File: src/rtl/load_store_unit.sv
// load_store_unit: RV32 load/store FSM with byte/halfword lane handling and read-modify-write sub-word stores.
// LSU_MISALIGN_TRAP_EN: misaligned H/W accesses fault instead of having their low address bits forced to 0.
module load_store_unit (
   input  logic        clk,
   input  logic        rst,
   input  logic        req_valid,
   output logic        req_ready,
   input  logic        req_we,
   input  logic [2:0]  req_funct3,
   input  logic [31:0] req_addr,
   input  logic [31:0] req_wdata,
   output logic        rsp_valid,
   output logic [31:0] rsp_rdata,
   output logic        rsp_err,
   output logic [31:0] mem_a,
   output logic [31:0] mem_wd,
   output logic        mem_we,
   input  logic [31:0] mem_rd
);
   typedef enum logic [2:0] {IDLE, LOAD, READ, WRITE, RESP} state_t;
   state_t      state;
   logic        we_q;
   logic [2:0]  f3_q;
   logic [31:0] addr_q, wdata_q, word_q;
   logic        illegal, misalign, fault;
   logic [1:0]  lane;
   logic [4:0]  sh;
   logic [31:0] byte_v, half_v, load_v, mask, merged;
   always_comb begin
      illegal = req_we ? (req_funct3[2] | (req_funct3[1:0] == 2'b11))
                       : ((req_funct3[1:0] == 2'b11) | (req_funct3 == 3'b110));
`ifdef LSU_MISALIGN_TRAP_EN
      misalign = ((req_funct3[1:0] == 2'b01) & req_addr[0]) |
                 ((req_funct3[1:0] == 2'b10) & (|req_addr[1:0]));
`else
      misalign = 1'b0;
`endif
      fault = illegal | misalign;
      // lane bits are forced aligned; with trapping enabled misaligned requests never reach here
      lane = f3_q[1] ? 2'b00 : f3_q[0] ? {addr_q[1], 1'b0} : addr_q[1:0];
      sh = {lane, 3'b000};
      byte_v = mem_rd >> sh;
      half_v = mem_rd >> sh;
      load_v = f3_q[1] ? mem_rd
             : f3_q[0] ? {{16{half_v[15] & ~f3_q[2]}}, half_v[15:0]}
             : {{24{byte_v[7] & ~f3_q[2]}}, byte_v[7:0]};
      mask = f3_q[1] ? 32'hFFFF_FFFF : f3_q[0] ? (32'h0000_FFFF << sh) : (32'h0000_00FF << sh);
      merged = (word_q & ~mask) | ((wdata_q << sh) & mask);
   end
   assign req_ready = state == IDLE;
   assign rsp_valid = state == RESP;
   assign mem_we    = state == WRITE;
   assign mem_wd    = mem_we ? merged : 32'h0;
   assign mem_a     = (state == IDLE) ? 32'h0 : {2'b00, addr_q[31:2]};
   always_ff @(posedge clk or negedge rst) begin
      if (!rst) begin
         state     <= IDLE;
         we_q      <= 1'b0;
         f3_q      <= 3'b000;
         addr_q    <= 32'h0;
         wdata_q   <= 32'h0;
         word_q    <= 32'h0;
         rsp_rdata <= 32'h0;
         rsp_err   <= 1'b0;
      end else begin
         case (state)
            IDLE: if (req_valid) begin
               we_q      <= req_we;
               f3_q      <= req_funct3;
               addr_q    <= req_addr;
               wdata_q   <= req_wdata;
               rsp_rdata <= 32'h0;
               rsp_err   <= fault;
               state     <= fault ? RESP : !req_we ? LOAD : req_funct3[1] ? WRITE : READ;
            end
            LOAD: begin
               rsp_rdata <= load_v;
               state     <= RESP;
            end
            READ: begin
               word_q <= mem_rd;
               state  <= WRITE;
            end
            WRITE: state <= RESP;
            RESP: begin
               rsp_err <= 1'b0;
               state   <= IDLE;
            end
            default: state <= IDLE;
         endcase
      end
   end
endmodule

File: config.mk
export PLATFORM = sky130hd
export DESIGN_NAME = load_store_unit
export DESIGN_NICKNAME = d
export VERILOG_FILES = /design/src/rtl/load_store_unit.sv
export SDC_FILE = /design/constraint.sdc
export NUM_CORES = 1
export LEC_CHECK = 0
export CAP_MARGIN = 40
export CORE_ASPECT_RATIO = 2
export CORE_MARGIN = 3
export CORE_UTILIZATION = 49
export CTS_BUF_LIST = sky130_fd_sc_hd__clkbuf_4 sky130_fd_sc_hd__clkbuf_8
export DETAILED_ROUTE_END_ITERATION = 16
export MAX_ROUTING_LAYER = met4
export PLACE_DENSITY = 0.83
export RECOVER_POWER = 25
export SLEW_MARGIN = 25
export SYNTH_ARGS = -nofsm -noshare
export SYNTH_HDL_FRONTEND = slang
export SYNTH_SLANG_ARGS = --single-unit
File: constraint.sdc
create_clock -name clk -period 2.23 [get_ports clk]
set_clock_uncertainty 0.2 [all_clocks]
set_input_delay 0.446 -clock clk [delete_from_list [all_inputs] [get_ports clk]]
set_output_delay 0.446 -clock clk [all_outputs]
set_load 0.1 [all_outputs]
==> results of run 1 <==
## placed cells by master, fill, tap and decap left out, types with 3 or more instances in the layout
| master | n |
|---|---|
| a211oi_2 | 6 |
| a211oi_4 | 5 |
| a21oi_1 | 9 |
| a21oi_4 | 14 |
| a222oi_1 | 7 |
| a22oi_1 | 17 |
| a311oi_4 | 8 |
| and3_1 | 6 |
| and3_4 | 5 |
| buf_12 | 94 |
| buf_16 | 3 |
| buf_4 | 101 |
| buf_6 | 13 |
| buf_8 | 3 |
| bufinv_16 | 4 |
| clkbuf_16 | 8 |
| clkbuf_8 | 19 |
| clkdlybuf4s50_1 | 101 |
| clkinv_4 | 3 |
| dfrtp_1 | 129 |
| dfrtp_2 | 6 |
| inv_1 | 3 |
| mux2_2 | 44 |
| mux2_4 | 62 |
| mux2i_1 | 17 |
| nand2_1 | 42 |
| nand2_2 | 3 |
| nand2_4 | 9 |
| nor2_1 | 14 |
| nor2b_1 | 9 |
| nor2b_4 | 32 |
| nor3_4 | 9 |
| o21ai_0 | 31 |
| o21ai_1 | 21 |
| o22a_1 | 4 |
| o32ai_4 | 3 |
| or3_1 | 7 |
## kinds of logic (layout without fill, tap and decap cells)
logic type             after synthesis  after routing  synth area share [%]
multiplexers                       124            124                 20.43
AO/OA/AOI/OAI                      139            139                 13.49
other                                1              3               0.05563
buffers and inverters               54            360                 3.953
flip-flops                         135            135                 50.11
AND/OR/NAND/NOR                    156            156                 11.95
## per-layer routing
layer  part of all wire, %  track usage (%)  wire (um)  vias to the layer above
li1                      -                -          -                     2786
met1                    29            34.63      10380                     3566
met2                    51            66.63      18570                      597
met3                   8.8            5.484       3205                      309
met4                    11            22.81       4158                        0
met5                     0                -          0                        -
## worst register-to-register path, stage by stage (launching register included)
cell and delay, ps:
dfrtp_2 470, nand2b_4 220, clkbuf_16 190, a21oi_4 180
buf_6 160, buf_4 120, buf_4 100, buf_4 140
o21ai_0 130, o21ai_0 540
## sequential cells by signal (all words and copies together) (netlist names)
register and cells:
rsp_err 1, addr_q 32, rsp_rdata 32, state 3
wdata_q 32, word_q 32, f3_q 3
## worst paths after layout
| path | slack, ps | to | start | depth (start not counted) |
|---|---|---|---|---|
| max | -810 | mem_wd[29] | f3_q[0] | 6 |
| min | 330 | addr_q[4] | addr_q[4] | 1 |
| max reg2reg | -380 | rsp_rdata[0] | f3_q[0] | 9 |
| min reg2reg | 330 | addr_q[4] | addr_q[4] | 1 |
| max in group asynchronous | 260 | rsp_rdata[17] | rst | 3 |
| min in group asynchronous | 390 | addr_q[24] | rst | 2 |
## area by class of cell
cell class                 count  area [sq um]
antenna                        1         2.502
timing repair buffer         326          4148
clock inverter                11         172.7
fill                         384         922.1
inverter                       4         20.02
multi-input combinational    421          4332
clock buffer                  19         261.5
tap                          155         193.9
sequential                   135          3386
## what timing repair did
item / CTS / global route
gates cloned: 3 / 15
setup endpoints to repair: 87 / 154
hold buffers: 1 / 0
pin swaps: 6 / 30
resized for setup: 45 / 128
setup buffers: 15 / 14
hold endpoints to repair: 23 / 0
## through the flow
stage	hold slack [ps]	instance area [sq um]	TNS, ps
final	325.6	12520	-33930
after global routing	349.8	12520	-38270
after CTS	255.9	11730	-22660
after detailed placement	194.7	10890	-6884
after global placement	189.2	10890	-5116
after floorplan	-49.59	7526	-19060
==> results.cfg, run 1 <==
[die]
chipHeight_um = 171.9
start_util_pct = 50.17
core_area_sq_um = 13440
row_count = 60
dieArea_sq_um = 15290
fp.dieW_um = 88.94
num_io_pins = 203

[timing]
grt_setup_unrepaired = yes
tightestPinTransition_ps = 769.4
max_freq_ghz = 0.3288
finalWorstSetupSlack_ps = -810.9
maxSlewViolCount = 0
hold_violations = 0
max-slew-margin-rel_pct = 48.70
setup_viol = 141
period_share_pct = 136.4
finalWorstPathRequiredPeriod_ps = 3041

[cts]
cts_buffers = 17
clock-root-buffer = clkbuf_8
clk_pin_slew_ps = 90
htreeDepth = 4
cts_buffer_depth = 2
cts.sinks = 135
clk_latency_ps = 460
cts_tree = done

[detailed_routing]
wire_per_inst_um = 33.87
drc = 0
drt-pass1-iter-count = 6
ant_nets = 0
finalWirelength_um = 36310
vias = 7258
via_per_inst = 6.771
first_iter_violations = 859

[final_layout]
drive_gt1_share_pct = 52.73
final_nets = 1008
fin_cells = 1072
fin_util_pct = 93.14
areaGrowthSynthToFinish_pct = 85.65

[synth]
synth_common_cells = dfrtp_1 (135), mux2_2 (105), nand2_1 (55), o21ai_0 (45), nor2b_1 (42)
async_flop_share_pct = 100.0
ys.flop_type = dfrtp_1
avgSynthCellArea_sq_um = 11.07
synth.area.top_cells = dfrtp_1 (50%), mux2_2 (18%), nor2b_1 (3.9%)
synth_seq_area_share_pct = 50.11
synth_edf_count = 0
synth_cell_types = 44
syn_area_sq_um = 6741
synth-seq-cells = 135
yosysWarnings = 0
netlist.area_leader.share_pct = 50.11
synthCells = 609
synth_most_common_cell = dfrtp_1
synth_top_cell_by_area = dfrtp_1

[global_route]
grt_max_degree = 51
grt_pass1_wl_um = 40010
grt_overflow = 0
gr-usage-all-layers_pct = 36.60
grt_pass1_vias = 7212
antenna_found_initial = 1

[setup_path]
path_cells = nand2b_4 > clkbuf_16 > mux2i_1 > o22a_1 > a21oi_4 > buf_12
critPathLaunchType = register
critPathArrivalTime_ps = 2390
critPathSlowestCell = mux2i_1
critical_path_required_ps = 1580
worst-path-buf-inv = 2
cp_top_family = multiplexers
cpPeakStageDelay_ps = 570
cp-end-kind = output port
setup.worst_path.class = reg -> out
critical_path.max_fanout = 6

[outcome]
violations = setup timing
status = complete, but fails checks

[placed_design]
placedCellCount = 1003
pre_cts_ws_ps = -416.6
dp_hpwl_um = 18960
place.gp.congestion = 0.9773
portBuffers = 200

[run]
cap_violations = 0

[hold_path]
hold_path.class = reg -> reg
Power of run 1 is left out: the tool's default activity adds up to more than one toggle a clock period on the data nets, which glitch-free logic cannot reach.
==> run 2: changes to the inputs <==
Settings changed: SLEW_MARGIN 25 to 30.
==> results of run 2 <==
Same layout as run 1: the final DEF is identical, and so are final timing and power.
Power of run 2 is left out for the same reason.
